$ cat src/rtl/alu_share_sched.sv
// alu_share_sched: round-robin scheduler sharing one add/sub/and/or ALU among N_REQ requesters
// Ports: clk, rst (async, active-high)
//        req_valid/req_ready/req_op/req_a/req_b : per-requester request handshake, slice i per requester
//        rsp_valid/rsp_ready/rsp_data/rsp_id/rsp_carry/rsp_zero : tagged result handshake
//        busy : high whenever a transaction is in flight
module alu_share_sched #(
    parameter int N_REQ = 4,
    parameter int WIDTH = 8,
    parameter int ID_W  = 2
) (
    input  logic                   clk,
    input  logic                   rst,
    input  logic [N_REQ-1:0]       req_valid,
    output logic [N_REQ-1:0]       req_ready,
    input  logic [2*N_REQ-1:0]     req_op,
    input  logic [WIDTH*N_REQ-1:0] req_a,
    input  logic [WIDTH*N_REQ-1:0] req_b,
    output logic                   rsp_valid,
    input  logic                   rsp_ready,
    output logic [WIDTH-1:0]       rsp_data,
    output logic [ID_W-1:0]        rsp_id,
    output logic                   rsp_carry,
    output logic                   rsp_zero,
    output logic                   busy
);
    typedef enum logic [1:0] {IDLE, EXEC, RESP} state_t;
    state_t           r_state, w_next;
    logic [ID_W-1:0]  r_ptr, r_id, w_win;
    logic             w_found;
    logic [1:0]       r_op;
    logic [WIDTH-1:0] r_a, r_b;
    logic [WIDTH:0]   w_res;
    // scan ptr+1, ptr+2, ... so the last winner has lowest priority
    always_comb begin
        w_found = 1'b0;
        w_win   = r_ptr;
        for (int k = 1; k <= N_REQ; k++)
            if (!w_found && req_valid[(int'(r_ptr) + k) % N_REQ]) begin
                w_found = 1'b1;
                w_win   = ID_W'((int'(r_ptr) + k) % N_REQ);
            end
    end
    always_comb w_next = r_state == IDLE ? (w_found ? EXEC : IDLE) :
                         r_state == EXEC ? RESP : (rsp_ready ? IDLE : RESP);
    // add/sub at WIDTH+1 bits: the top bit is carry for add, borrow for sub
    always_comb w_res = r_op == 2'b00 ? {1'b0, r_a} + {1'b0, r_b} :
                        r_op == 2'b01 ? {1'b0, r_a} - {1'b0, r_b} :
                        r_op == 2'b10 ? {1'b0, r_a & r_b} : {1'b0, r_a | r_b};
    assign req_ready = (r_state == IDLE && w_found && !rst) ? N_REQ'(1) << w_win : '0;
    assign rsp_valid = r_state == RESP;
    assign busy      = r_state != IDLE;
    always_ff @(posedge clk or posedge rst) begin
        if (rst) begin
            r_state   <= IDLE;
            r_ptr     <= ID_W'(N_REQ - 1);
            r_id      <= '0;
            r_op      <= '0;
            r_a       <= '0;
            r_b       <= '0;
            rsp_data  <= '0;
            rsp_id    <= '0;
            rsp_carry <= 1'b0;
            rsp_zero  <= 1'b0;
        end else begin
            r_state <= w_next;
            if (r_state == IDLE && w_found) begin
                r_ptr <= w_win;
                r_id  <= w_win;
                r_op  <= req_op[2*w_win +: 2];
                r_a   <= req_a[WIDTH*w_win +: WIDTH];
                r_b   <= req_b[WIDTH*w_win +: WIDTH];
            end
            if (r_state == EXEC) begin
                rsp_data  <= w_res[WIDTH-1:0];
                rsp_carry <= w_res[WIDTH];
                rsp_zero  <= w_res[WIDTH-1:0] == '0;
                rsp_id    <= r_id;
            end
        end
    end
endmodule

$ cat config.mk
export PLATFORM = sky130hd
export DESIGN_NAME = alu_share_sched
export DESIGN_NICKNAME = d
export VERILOG_FILES = /design/src/rtl/alu_share_sched.sv
export SDC_FILE = /design/constraint.sdc
export NUM_CORES = 1
export LEC_CHECK = 0
export ABC_CLOCK_PERIOD_IN_PS = 2400
export CAP_MARGIN = 40
export CELL_PAD_IN_SITES_DETAIL_PLACEMENT = 0
export CELL_PAD_IN_SITES_GLOBAL_PLACEMENT = 2
export CORE_MARGIN = 5
export CORE_UTILIZATION = 26
export DETAILED_ROUTE_END_ITERATION = 12
export PLACE_DENSITY = 0.75
export SYNTH_ARGS = -nofsm -noshare
export SYNTH_HDL_FRONTEND = slang
export SYNTH_SLANG_ARGS = --single-unit
export TNS_END_PERCENT = 100
$ cat constraint.sdc
create_clock -name clk -period 2.4 [get_ports clk]
set_clock_uncertainty 0.1 [all_clocks]
set_input_delay 0.48 -clock clk [delete_from_list [all_inputs] [get_ports clk]]
set_output_delay 0.48 -clock clk [all_outputs]
set_load 0.01 [all_outputs]
==> results by group <==
Pwr
  – Power Internal: approximately 4.2 mW
  – Logic pwr share: 0.746
  – Sw frac: 0.4162
  – Flop pwr share: 0.161
  – Tot Pwr: roughly 7 mW
  – Leakage: between 2 and 2.5 nW
  – Clock power share: 0.093
  – Pwr dens: 1427 mW/mm^2
  – Switch Pwr: just under 3 mW
  – Worst VDD drop: slightly below 0.5 mV

Floorplan
  – Rows: 40
  – Initial core utilization: 0.2631
  – Core area: around 0.012 mm^2
  – Die ar.: approximately 0.014 mm^2
  – Die Y: 120.0 um
  – Num ports: 97
  – Die Wd: 120.0 um

CTS
  – Sinks on the clock net: 36
  – CTS buffer count: 5
  – H-tree depth: 2
  – Reg clk slew, reported paths: roughly 0.050 ns
  – Root buffer cell: clkbuf_16
  – CTS tree: built
  – Clock buffer depth: 2
  – Worst skew pair latency: between 0.2 and 0.3 ns
  – Hold Buf Count CTS: 0

STA
  – Final count of hold timing violations: 0
  – Max Transition Viols Final: 0
  – Tcrit/Tclk final: 1.022
  – Min cycle time layout: ~2.5 ns
  – Final Hold Slack: about 0.38 ns
  – RSZ-0062 raised after global routing: yes
  – Slew @ Worst Pin: ~0.48 ns
  – Number of setup violations in the final report: 5
  – Normalized max-slew margin: 0.6828
  – Max Clock Freq: just over 400 MHz
  – Setup TNS: -0.1908 ns
  – Final worst slack: -0.05224 ns

Finish
  – Most frequent cells in the layout: clkdlybuf4s50_1 (88), buf_4 (56), mux2i_1 (52), dfrtp_1 (34), inv_1 (23)
  – Layout Nets: between 500 and 600
  – Ratio of cells with drive above 1 in the final layout: 0.2940
  – Area of the multi-input gates: between 0.002 and 0.0025 mm^2
  – # diodes: 0
  – Non-Filler Instances: about 600
  – Commonest non-fill, non-tap cell in the layout: clkdlybuf4s50_1
  – FF+latch area: around 900 um^2
  – Fillers: 1169
  – Area Growth Syn to Fin: 58.53%

Critical path
  – CP peak stage delay: around 0.59 ns
  – Critical path's most frequent cell: buf_4
  – Required time worst endpoint: 1.82 ns
  – CP arrival: about 1.9 ns
  – CP Cell Sequence: nand2b_1 > a21oi_2 > a311oi_4 > buf_4 > buf_4 > nor4bb_2 > buf_2
  – Worst path slowest cell: dfstp_2
  – Reg2reg end: rsp_data[7]
  – Worst Setup Start Kind: flop
  – Critical Path Start: r_ptr[0]
  – Crit Reg-Reg Startpoint: r_a[1]
  – Flop2flop setup slack: -0.04 ns
  – Critical path class: flop to primary output
  – CP Capture Type: primary output
  – Reg2Reg Depth: 8
  – Worst Path Max Fanout: 5
  – Critical Path Sink: req_ready[3]

Logic synthesis
  – FF+latch count, synth: 36
  – Synth Flop Type: dfrtp_1
  – Multiplexer area fraction after synthesis: 0.2684
  – Mapped Area: between 0.003 and 0.004 mm^2
  – Largest family of logic cells by synthesized area: multiplexers
  – Sequential area share after synthesis: 0.2871
  – Post-synth EDFFs: 0
  – Syn Nets: between 400 and 500
  – Adder-cell share of the synthesized area: 0.1121
  – Avg Cell Area, Syn: roughly 9.9 um^2
  – Post-Synthesis Cells: roughly 320
  – Simple-gate share of the synthesized area: 0.1256
  – Synth unique cells: 59
  – Asr flop ratio synth: 1.000
  – Ys Warns: 0
  – Synth Area in XOR/XNOR: 0.005567
  – Synth Area in Compound Gates: 0.1340

Route
  – Routed via count: approximately 2800
  – Post-route ant nets: 0
  – DRC: 0
  – DR WL/cell: 14.38 um
  – First-pass DRT Iterations: 6
  – Post-Route WL: about 9000 um
  – DRT iter0 DRCs: just under 100
  – Via density: about 4.6

Placement
  – Final HPWL DP: 7043 um
  – IO Port Bufs: 96
  – Routability Congestion: approximately 0.77
  – Placed instance count: about 590

Outcome
  – Status: finished with violations
  – Failing checks: negative setup slack

Global route
  – Global Route Usage Sum: 0.1220
  – Largest net degree at the start of global routing: 37
  – Vias in the first global route: between 2000 and 3000
  – GRT overflow: 0
  – Initial antenna violation count: 0
  – First-pass GRT wire length: roughly 14000 um

Run
  – MaxCap Viol Count: 0

Hold path
  – Hold Path Class: flop to flop
cells by family after synthesis:
logic type               Yosys count
flip-flops                        36
adder cells (fa/ha/maj)           27
AO/OA/AOI/OAI                     55
AND/OR/NAND/NOR                   75
XOR/XNOR                           2
buffers and inverters             45
multiplexers                      79
power groups by stage:
| stage | Combinational (mW) | Sequential (mW) | Clock (mW) |
|---|---|---|---|
| after floorplan | 3.04 | 1.16 | 0 |
| after global placement | 4.71 | 1.15 | 0 |
| after detailed placement | 4.77 | 1.16 | 0 |
| after global routing | 5.80 | 1.20 | 0.706 |
| final | 5.31 | 1.15 | 0.659 |
| after CTS | 5.08 | 1.15 | 0.681 |
per-layer routing:
layer	global-route usage	up-vias	wire, um
li1	-	1452	-
met1	0.1643	1309	4200
met2	0.1949	72	4037
met3	0.02639	8	442
met4	0.03794	0	132
met5	0	-	0
cells in the mapped netlist, types with 5 or more instances:
library cell | count | area [um^2]
a21oi_1 | 10 | 50.05
clkbuf_1 | 7 | 26.28
dfrtp_1 | 34 | 850.8
ha_1 | 25 | 312.8
inv_1 | 26 | 97.59
mux2_2 | 23 | 259.0
mux2i_1 | 54 | 540.5
nand2_1 | 20 | 75.07
nand2b_1 | 5 | 31.28
nor2_1 | 14 | 52.55
nor2b_1 | 8 | 50.05
nor3_1 | 6 | 30.03
o21ai_0 | 9 | 45.04
final cells by class:
cell class,instances,area share
Multi-Input combinational cell,238,0.4492
Clock buffer,7,0.02859
Sequential cell,36,0.1811
Clock inverter,1,0.001505
Timing Repair Buffer,157,0.2824
Tap cell,147,0.03687
Inverter,27,0.02032
worst min path at each step:
stage	startpoint	to	slack [ns]	cells after the start
floorplan	r_id[1]	rsp_id[1]	0.33	2
global placement	r_id[0]	rsp_id[0]	0.36	2
detailed placement	r_id[0]	rsp_id[0]	0.36	2
CTS	r_id[0]	rsp_id[0]	0.38	2
global route	r_id[0]	rsp_id[0]	0.40	2
finish	rsp_id[1]	rsp_id[1]	0.38	2
what timing repair did:
| item | CTS | global route |
|---|---|---|
| gates resized for setup | 44 | 24 |
| setup buffers | 7 | 6 |
| pin swaps | 4 | 5 |
| endpoints found under the setup margin | 24 | 26 |
| hold endpoints to repair | 0 | 0 |
state kept, by name, indices dropped and copies added, names as in the netlist:
name	cells
rsp_carry	1
r_id	2
r_state	2
r_b	8
rsp_zero	1
rsp_id	2
r_ptr	2
r_a	8
r_op	2
rsp_data	8
through the flow:
step	area, um^2	util	setup WS, ns
floorplan	3159	-	-0.03014
finish	4989	0.4171	-0.05224
global route	4989	0.4171	-0.1479
global placement	4564	0.3816	-0.6236
detailed placement	4564	0.3816	-0.6976
CTS	4867	0.4069	-0.08981
worst max-delay path, delay by kind of cell, from the launching register on:
family,cells,cell delay [ns]
AND/OR/NAND/NOR,2,0.32
buffers and inverters,3,0.45
AO/OA/AOI/OAI,2,0.23
flip-flops,1,0.59
Note: power is estimated with default switching activity, not from simulation.
